[config.mk]
export PLATFORM = sky130hd
export DESIGN_NAME = reg_writeback
export DESIGN_NICKNAME = d
export VERILOG_FILES = /design/src/rtl/wb_pkg.sv /design/src/rtl/wb_rd_fifo.sv /design/src/rtl/reg_writeback.sv
export SDC_FILE = /design/constraint.sdc
export NUM_CORES = 1
export LEC_CHECK = 0
export CAP_MARGIN = 10
export CORE_ASPECT_RATIO = 0.75
export CORE_UTILIZATION = 50
export CTS_BUF_LIST = sky130_fd_sc_hd__clkbuf_4 sky130_fd_sc_hd__clkbuf_8 sky130_fd_sc_hd__clkbuf_16
export DETAILED_ROUTE_END_ITERATION = 8
export HOLD_SLACK_MARGIN = 0.02
export PLACE_DENSITY = 0.91
export SLEW_MARGIN = 0
export SYNTH_ARGS = -nofsm -noshare
export SYNTH_HDL_FRONTEND = slang
export SYNTH_SLANG_ARGS = --single-unit
[constraint.sdc]
create_clock -name clk -period 5.9 [get_ports clk]
set_input_delay 1.18 -clock clk [delete_from_list [all_inputs] [get_ports clk]]
set_output_delay 1.18 -clock clk [all_outputs]
set_load 0.01 [all_outputs]
[src/rtl/wb_pkg.sv]
// Shared constants and types for the register-file writeback path.
package wb_pkg;
  localparam int XLEN     = 32;
  localparam int NREG     = 32;
  localparam int AW       = 5;
  localparam int LD_DEPTH = 2;

  typedef enum logic [1:0] {
    SRC_NONE,
    SRC_ALU,
    SRC_LD
  } wb_src_e;
endpackage

[src/rtl/wb_rd_fifo.sv]
// In-order FIFO of outstanding load destinations, with a per-slot view
// so the owner can rebuild its busy scoreboard from the surviving entries.
module wb_rd_fifo #(
  parameter int DEPTH = 2,
  parameter int W     = 5
) (
  input  logic                      clk,
  input  logic                      rst,
  input  logic                      push,
  input  logic                      pop,
  input  logic [W-1:0]              din,
  output logic [W-1:0]              head,
  output logic                      full,
  output logic                      empty,
  output logic [DEPTH-1:0][W-1:0]   slot_rd,
  output logic [DEPTH-1:0]          slot_keep
);
  localparam int PW = (DEPTH > 1) ? $clog2(DEPTH) : 1;
  localparam int CW = $clog2(DEPTH) + 1;

  logic [PW-1:0]  wr_ptr, rd_ptr;
  logic [CW-1:0]  count, count_d;
  logic [DEPTH-1:0] vld;
  logic [W-1:0]   mem [DEPTH];
  logic           push_ok, pop_ok;

  assign push_ok = push && !full;
  assign pop_ok  = pop && !empty;
  assign count_d = count + {{(CW-1){1'b0}}, push_ok} - {{(CW-1){1'b0}}, pop_ok};
  assign head    = mem[rd_ptr];

  // NOTE: state registers use non-blocking assignments so every flop samples
  // pre-edge values; blocking here would create order-dependent simulation.
  always_ff @(posedge clk) begin
    if (rst) begin
      wr_ptr <= '0;
      rd_ptr <= '0;
      count  <= '0;
      vld    <= '0;
      full   <= 1'b0;
      empty  <= 1'b1;
    end else begin
      if (push_ok) begin
        wr_ptr      <= wr_ptr + 1'b1;
        vld[wr_ptr] <= 1'b1;
      end
      if (pop_ok) begin
        rd_ptr      <= rd_ptr + 1'b1;
        vld[rd_ptr] <= 1'b0;
      end
      count <= count_d;
      full  <= (count_d == CW'(DEPTH));
      empty <= (count_d == '0);
    end
  end

  // NOTE: storage is not reset; the valid bits and count alone decide which
  // slots are meaningful, so resetting the array would only cost logic.
  always_ff @(posedge clk) begin
    if (push_ok) mem[wr_ptr] <= din;
  end

  always_comb begin
    for (int i = 0; i < DEPTH; i++) begin
      slot_rd[i]   = mem[i];
      slot_keep[i] = vld[i] && !(pop_ok && (rd_ptr == PW'(i)));
    end
  end
endmodule

[src/rtl/reg_writeback.sv]
// Register-file write-port owner: arbitrates load responses over ALU results,
// registers one write per cycle and exports the load-use busy scoreboard.
module reg_writeback #(
  parameter int XLEN     = wb_pkg::XLEN,
  parameter int NREG     = wb_pkg::NREG,
  parameter int AW       = wb_pkg::AW,
  parameter int LD_DEPTH = wb_pkg::LD_DEPTH
) (
  input  logic            clk,
  input  logic            rst,
  input  logic            alu_valid,
  input  logic [AW-1:0]   alu_rd,
  input  logic [XLEN-1:0] alu_data,
  output logic            alu_ready,
  input  logic            ld_issue,
  input  logic [AW-1:0]   ld_rd,
  output logic            ld_issue_ready,
  input  logic            ld_valid,
  input  logic [XLEN-1:0] ld_data,
  output logic            rf_we,
  output logic [AW-1:0]   rf_rd,
  output logic [XLEN-1:0] rf_data,
  output logic [NREG-1:0] busy,
  output logic            err
);
  import wb_pkg::*;

  logic                        fifo_full, fifo_empty;
  logic [AW-1:0]               fifo_head;
  logic [LD_DEPTH-1:0][AW-1:0] slot_rd;
  logic [LD_DEPTH-1:0]         slot_keep;
  logic                        ld_win, push, wr_en;
  wb_src_e                     src;
  logic [AW-1:0]               wr_rd;
  logic [XLEN-1:0]             wr_data;
  logic [NREG-1:0]             busy_d;

  wb_rd_fifo #(.DEPTH(LD_DEPTH), .W(AW)) u_fifo (
    .clk       (clk),
    .rst       (rst),
    .push      (push),
    .pop       (ld_win),
    .din       (ld_rd),
    .head      (fifo_head),
    .full      (fifo_full),
    .empty     (fifo_empty),
    .slot_rd   (slot_rd),
    .slot_keep (slot_keep)
  );

  assign ld_issue_ready = !fifo_full;
  assign push           = ld_issue && !fifo_full;
  assign ld_win         = ld_valid && !fifo_empty;
  assign alu_ready      = alu_valid && !ld_win;
  assign wr_en          = (src != SRC_NONE) && (wr_rd != '0);

  // NOTE: every signal gets a default at the top of the block so no path
  // leaves it unassigned, which would otherwise infer a latch.
  always_comb begin
    src     = SRC_NONE;
    wr_rd   = '0;
    wr_data = '0;
    if (ld_win) begin
      src     = SRC_LD;
      wr_rd   = fifo_head;
      wr_data = ld_data;
    end else if (alu_valid) begin
      src     = SRC_ALU;
      wr_rd   = alu_rd;
      wr_data = alu_data;
    end
  end

  // Busy is rebuilt from the entries that survive this cycle plus any push,
  // which gives repeated destinations and same-cycle set-over-clear for free.
  always_comb begin
    busy_d = '0;
    for (int i = 0; i < LD_DEPTH; i++) begin
      if (slot_keep[i]) busy_d[slot_rd[i]] = 1'b1;
    end
    if (push) busy_d[ld_rd] = 1'b1;
    busy_d[0] = 1'b0;
  end

  always_ff @(posedge clk) begin
    if (rst) begin
      rf_we   <= 1'b0;
      rf_rd   <= '0;
      rf_data <= '0;
      busy    <= '0;
      err     <= 1'b0;
    end else begin
      rf_we <= wr_en;
      if (wr_en) begin
        rf_rd   <= wr_rd;
        rf_data <= wr_data;
      end
      busy <= busy_d;
      if (ld_valid && fifo_empty) err <= 1'b1;
    end
  end
endmodule
==> impl_results.md, run 1 <==
* Startpoint types: input port
* Synth top area cells: dfxtp_1 (35%), a211oi_2 (17%), a21oi_1 (6.7%), edfxtp_1 (6.6%), and3_1 (5.1%)
* Ant. Diodes at 0
* Die area at 0.00948 mm^2
* Area delta synth->final at 38.8%
* Post-synth top cells: dfxtp_1 (79), a21oi_1 (61), a211oi_2 (60)
* Syn Inst Count at 460
* Combinational share of power at 35.6%
* Clk sinks at 89
* I/O Pins at 152
* Setup TNS at 0 ns
* DR iter-0 viols at 369
* Fmax at 249 MHz
* Final period utilization at 68.0%
* Ys async rst share at 0%
* R2R cell count at 8
* Hold Vio Cnt, Final at 0
* Met2 usage at 45.0%
* Setup ws final at 1.89 ns
* CTS Buf Count at 9
* Seq pwr share at 38.2%
* Top-area cell type share of the netlist area at 34.8%
* Placement-stage worst setup slack at 1.65 ns
* RSZ-0062 raised after global routing: no
* CTS tree: built
* CP Capture Type: flip-flop
* Setup violators final at 0
* Power Density at 330 mW/mm^2
* # resized after CTS at 0
* PortBufs at 150
* Net switching power at 695 uW
* Nets at 667
* EDFF count, synth at 10
* Fin. max-slew vios at 0
* CP max stage delay at 0.79 ns
* P_int at 1390 uW
* Switching part of the total at 33.4%
* Ys flop type: dfxtp_1
* Sequential fraction of the synthesis area at 41.4%
* Post-Route Utilization at 73.1%
* WHS Path Cells at 1
* Number of remaining DRC errors at 10
* Initial antenna violation count at 0
* Vias at 4325
* Drt total wl at 13.3 mm
* Worst clock skew at 0.00577 ns
* Setup Buffers After CTS at 0
* Mapped Avg Cell Area at 9.88 um^2
* Worst Hold Class: flip-flop to flip-flop
* Power share of the clock group at 26.1%
* DRT antenna net count at 0
* Gr usage total at 28.0%
* Tmin final at 4.01 ns
* Met3 Usage GRT at 7.36%
* Routed len/inst at 19.1 um
* Worst-path cell chain: clkdlybuf4s50_1 -> nand2b_1 -> buf_4 -> inv_1 -> ha_1 -> nor2b_1 -> and3_1 -> a22oi_1 -> a21oi_1
* DP HPWL at 8.86 mm
* First-pass GRT wire length at 21.1 mm
* Synth cell types at 48
* Worst EP required at 6.16 ns
* GR peak layer: met2
* Most common cell in the netlist: dfxtp_1
* Ys Warns at 0
* Leak at 0.00222 uW
* Remaining Overflow, GRT at 0
* Via density at 6.21
* Share of layout cells above drive strength 1 at 16.1%
* Rows at 29
* Clock root buffer: clkbuf_16
* H-tree depth at 3
* Worst path depth at 9
* Hold Buf Count CTS at 0
* Clock Path Buffers at 2
* Status: complete, but fails checks
* Yosys reg bits at 89
* Crit path max-delay family: simple AND/OR/NAND/NOR gates
* Cell taking the most area after synthesis: dfxtp_1
* Max_cap viols at 0
* Relative slew slack at 17.0%
* Clock-pin slew on the worst setup and hold paths at 0.06 ns
* Met1 usage at 37.0%
* Worst-path fanout max at 45
* CP max stage cell: nor2b_1
* Skew-Pair Late Insertion Delay at 0.34 ns
* Worst ir drop on vdd at 0.186 mV
* Drt first pass iters at 9
* Crit Path Class: input port to flip-flop
* Slew at the pin with the worst max-slew slack at 1.24 ns
* Mapped Nets at 543
* Synth Cell Area at 0.00455 mm^2
* Worst EP arrival at 4.27 ns
* Vias in the first global route at 4174
* Die span in y at 84.6 um
* Failing checks: design-rule violations
* CORE AREA at 0.00864 mm^2
* Final GP Congestion at 0.860
* Largest net degree at the start of global routing at 79
* Initial Util at 52.6%
* Buf/Inv on CP at 3
* Die Span X at 112 um
sequential cells by signal, indices dropped and copies added (netlist names), named ones only:
| signal | cells |
|---|---|
| rf_data | 32 |
| err | 1 |
| u_fifo.full | 1 |
| rf_rd | 5 |
| u_fifo.mem | 10 |
| busy | 31 |
| u_fifo.vld | 2 |
| u_fifo.count | 2 |
| u_fifo.rd_ptr | 1 |
| u_fifo.empty | 1 |
| u_fifo.wr_ptr | 1 |
| rf_we | 1 |
cell type report:
cell class | count | area [um^2]
inverter | 6 | 22.5
clock inverter | 2 | 12.5
timing repair buffer | 160 | 1580
sequential | 89 | 1880
clock buffer | 14 | 275
tap | 108 | 135
fill | 628 | 2320
multi-input combinational | 318 | 2400
layout by cell type, fill, tap and decap left out, types with 6 or more instances in the layout:
cell,n
a211oi_2,60
dfxtp_1,79
a21oi_1,61
a22oi_1,12
edfxtp_1,10
inv_1,6
and3_1,37
nand2_1,27
clkbuf_16,9
buf_4,9
nor3b_1,9
clkdlybuf4s50_1,149
a32oi_1,11
a222oi_1,8
nor2_1,24
logic make-up (layout without fill, tap and decap cells):
| kind of cell | after synthesis | count (layout) | synth area share [%] |
|---|---|---|---|
| AO/OA/AOI/OAI | 171 | 171 | 32.6 |
| XOR/XNOR | 4 | 4 | 0.771 |
| adder cells (fa/ha/maj) | 4 | 4 | 1.10 |
| buffers and inverters | 53 | 182 | 6.14 |
| flip-flops | 89 | 89 | 41.4 |
| multiplexers | 7 | 7 | 1.60 |
| other | 1 | 1 | 0.0825 |
| AND/OR/NAND/NOR | 131 | 131 | 16.3 |
worst paths after layout:
kind                               startpoint            end  slack (ns)
worst max-delay path                 ld_valid        busy[4]        1.89
worst min register to register  u_fifo.vld[1]  u_fifo.vld[1]        0.47
worst max register to register   u_fifo.empty        busy[4]        2.76
worst min-delay path            u_fifo.vld[1]  u_fifo.vld[1]        0.47
per-layer routing:
metal	part of all wire (%)	vias up
li1	-	1998
met2	47	258
met3	9.1	31
met4	2.2	0
met5	0	-
met1	42	2038
stage by stage:
stage / instances / cell area, um^2 / power (uW) / hold slack, ns
final: 697 / 6310 / 2080 / 0.468
after detailed placement: 680 / 6000 / 1530 / 0.452
after floorplan: 460 / 4550 / 1250 / 0.433
after CTS: 696 / 6290 / 2070 / 0.465
after global routing: 697 / 6310 / 2180 / 0.482
after global placement: 680 / 6000 / 1500 / 0.441
power groups by stage:
stage	Clock, uW	Combinational [uW]	Sequential [uW]
2_1_floorplan	0	450	804
3_3_place_gp	0	702	796
3_5_place_dp	0	724	803
4_1_cts	551	730	793
5_1_grt	578	792	806
6_report	544	741	795
Note: power is estimated with default switching activity, not from simulation.
==> run 2: changes to the inputs <==
--- a/config.mk
+++ b/config.mk
@@ -7,11 +7,11 @@
 export LEC_CHECK = 0
 export CAP_MARGIN = 10
 export CORE_ASPECT_RATIO = 0.75
-export CORE_UTILIZATION = 50
+export CORE_UTILIZATION = 46
 export CTS_BUF_LIST = sky130_fd_sc_hd__clkbuf_4 sky130_fd_sc_hd__clkbuf_8 sky130_fd_sc_hd__clkbuf_16
 export DETAILED_ROUTE_END_ITERATION = 8
 export HOLD_SLACK_MARGIN = 0.02
-export PLACE_DENSITY = 0.91
+export PLACE_DENSITY = 0.85
 export SLEW_MARGIN = 0
 export SYNTH_ARGS = -nofsm -noshare
 export SYNTH_HDL_FRONTEND = slang
==> constraint.sdc (replaced) <==
create_clock -name clk -period 4 [get_ports clk]
set_input_delay 0.8 -clock clk [delete_from_list [all_inputs] [get_ports clk]]
set_output_delay 0.8 -clock clk [all_outputs]
set_load 0.01 [all_outputs]
==> impl_results.md, run 2 (same netlist as run 1, synthesis figures left out) <==
* Status: complete, no violations
* Remaining Overflow, GRT at 0 (unchanged)
* Worst-path fanout max at 44 (-2.2%)
* Worst EP arrival at 3.05 ns (-1.22 ns)
* Crit Path Class: input port to flip-flop
* Number of flip-flops in the largest register at 32 (unchanged)
* Die area at 0.0103 mm^2 (+8.5%)
* Worst Hold Class: flip-flop to flip-flop
* Clock Path Buffers at 2 (unchanged)
* Drt total wl at 13.3 mm (+0.38%)
* PortBufs at 150 (unchanged)
* Most frequent cells in the layout: clkdlybuf4s50_1 (149), dfxtp_1 (79), a21oi_1 (61), a211oi_2 (60), and3_1 (37)
* CP Capture Type: flip-flop
* Hold_ws at 0.456 ns (-0.0113 ns)
* CP max stage delay at 0.96 ns (+0.17 ns)
* CP max stage cell: o21ai_4
* DP HPWL at 9.28 mm (+4.8%)
* Rows at 31 (+6.9%)
* Area delta synth->final at 39.3%
* Initial antenna violation count at 0 (unchanged)
* Largest net degree at the start of global routing at 55 (-30%)
* Number of remaining DRC errors at 0 (-10)
* Fmax at 346 MHz
* Gr usage total at 25.8% (-2.2 points)
* Placement-stage worst setup slack at 0.778 ns (-0.876 ns)
* Clk sinks at 89 (unchanged)
* RSZ-0062 raised after global routing: no
* Clock root buffer: clkbuf_16
* Setup TNS at 0 ns (unchanged)
* Worst clock skew at 0.0133 ns (+0.00751 ns)
* Setup violators final at 0 (unchanged)
* Skew-Pair Late Insertion Delay at 0.34 ns (about the same)
* Setup ws final at 1.11 ns (-0.779 ns)
* Switching part of the total at 34.3% (+0.85 points)
* Worst ir drop on vdd at 0.389 mV (+110%)
* Vias at 4273 (-1.2%)
* Tmin final at 2.89 ns
* Vias in the first global route at 4058 (-2.8%)
* Seq pwr share at 38.5% (+0.3 points)
* Startpoint types: input port
* First-pass GRT wire length at 20.6 mm (-2.3%)
* Share of layout cells above drive strength 1 at 16.4% (+0.28 points)
* Biggest regs: rf_data x32, busy x31, u_fifo.mem x10
* Leak at 0.00222 uW (about the same)
* CORE AREA at 0.00962 mm^2 (+11%)
* # resized after CTS at 0 (unchanged)
* DRT antenna net count at 0 (unchanged)
* Post-Route Utilization at 65.8% (-7.3 points)
* Initial Util at 47.3% (-5.4 points)
* Hold Buf Count CTS at 0 (unchanged)
* Power share of the clock group at 25.7% (-0.4 points)
* Final period utilization at 72.3%
* Setup Buffers After CTS at 0 (unchanged)
* CTS Buf Count at 9 (unchanged)
* Clock-pin slew on the worst setup and hold paths at 0.06 ns (about the same)
* Fin. max-slew vios at 0 (unchanged)
* Die Span X at 117 um (+4.2%)
* Fin area at 0.00633 mm^2 (+0.32%)
* P_int at 1990 uW (+44%)
* Ant. Diodes at 0 (unchanged)
* Top reg by flops: rf_data
* Routed len/inst at 18.4 um (-3.2%)
* Buf/Inv on CP at 2 (-1)
* Via density at 5.91 (-4.8%)
* Commonest non-fill, non-tap cell in the layout: clkdlybuf4s50_1
* Placed cell areas at 0.00606 mm^2 (+0.88%)
* Relative slew slack at 16.8% (-0.18 points)
* Area occupied by multi-input gates at 0.00240 mm^2 (unchanged)
* Max_cap viols at 0 (unchanged)
* Combinational share of power at 35.9% (+0.3 points)
* CTS tree: built
* I/O Pins at 152 (unchanged)
* Slew at the pin with the worst max-slew slack at 1.24 ns (+0.000615 ns)
* FILL cells at 745 (+19%)
* DR iter-0 viols at 453 (+23%)
* Worst EP required at 4.16 ns (-2.00 ns)
* Final GP Congestion at 0.838 (-2.6%)
* Net switching power at 1040 uW (+50%)
* Die span in y at 88.1 um (+4.2%)
* Drt first pass iters at 5 (-4)
* Hold Vio Cnt, Final at 0 (unchanged)
* Nets at 669 (+0.30%)
* Sequential Area at 0.00188 mm^2 (unchanged)
* H-tree depth at 3 (unchanged)
* Worst-path cell chain: clkdlybuf4s50_1 -> nand2b_1 -> buf_4 -> and2_1 -> o21ai_4 -> a211oi_1
* Crit path max-delay family: compound AO/OA/AOI/OAI gates
* Power Density at 479 mW/mm^2 (+45%)
run 2: changes by cell type in the layout (fill, tap and decap cells not counted), sizes merged:
| cell | delta |
|---|---|
| buf | +2 |
| clkbuf | -4 |
| clkinv | +1 |
| inv | +3 |
run 2: power groups by stage:
stage | Clock, uW | Sequential [uW] | Combinational, uW
floorplan | 0 | 1190 | 664
global placement | 0 | 1170 | 1040
detailed placement | 0 | 1180 | 1080
CTS | 795 | 1160 | 1080
global route | 829 | 1180 | 1170
finish | 779 | 1170 | 1090
run 2: path summary, 6_finish.rpt:
path                   endpoint  cells past startpoint     startpoint  slack (ns)
hold reg to reg   u_fifo.vld[1]                      1  u_fifo.vld[1]        0.46
setup / recovery     rf_data[1]                      6       ld_valid        1.11
setup reg to reg     rf_data[1]                      5   u_fifo.empty        1.67
hold / removal    u_fifo.vld[1]                      1  u_fifo.vld[1]        0.46
run 2: area by class of cell:
type                       count  share of cell area [%]
clock buffer                  10                    3.68
inverter                       6                   0.356
sequential                    89                    29.7
clock inverter                 6                   0.672
tap                          132                    2.61
timing repair buffer         162                    25.1
multi-input combinational    318                    37.9
run 2: metrics by stage:
step / power, uW / cells
2_1_floorplan: 1850 / 460
3_3_place_gp: 2210 / 707
3_5_place_dp: 2260 / 707
4_1_cts: 3040 / 723
5_1_grt: 3180 / 723
6_report: 3030 / 723
run 2: per-layer routing:
layer	part of all wire [%]	vias to the layer above	wire length (um)	GRT usage, %
met5	0	-	0	0
met4	1.3	0	179	7.48
met3	8.1	19	1090	6.99
met2	47	221	6210	41.2
met1	44	2038	5860	34.2
li1	-	1995	-	-
run 2: worst register-to-register path, cell delays in order (launching register included):
cell and delay (ns):
dfxtp_1 0.31, nand2b_1 0.16, buf_4 0.27, and2_1 0.26
o21ai_4 0.96, a211oi_1 0.19
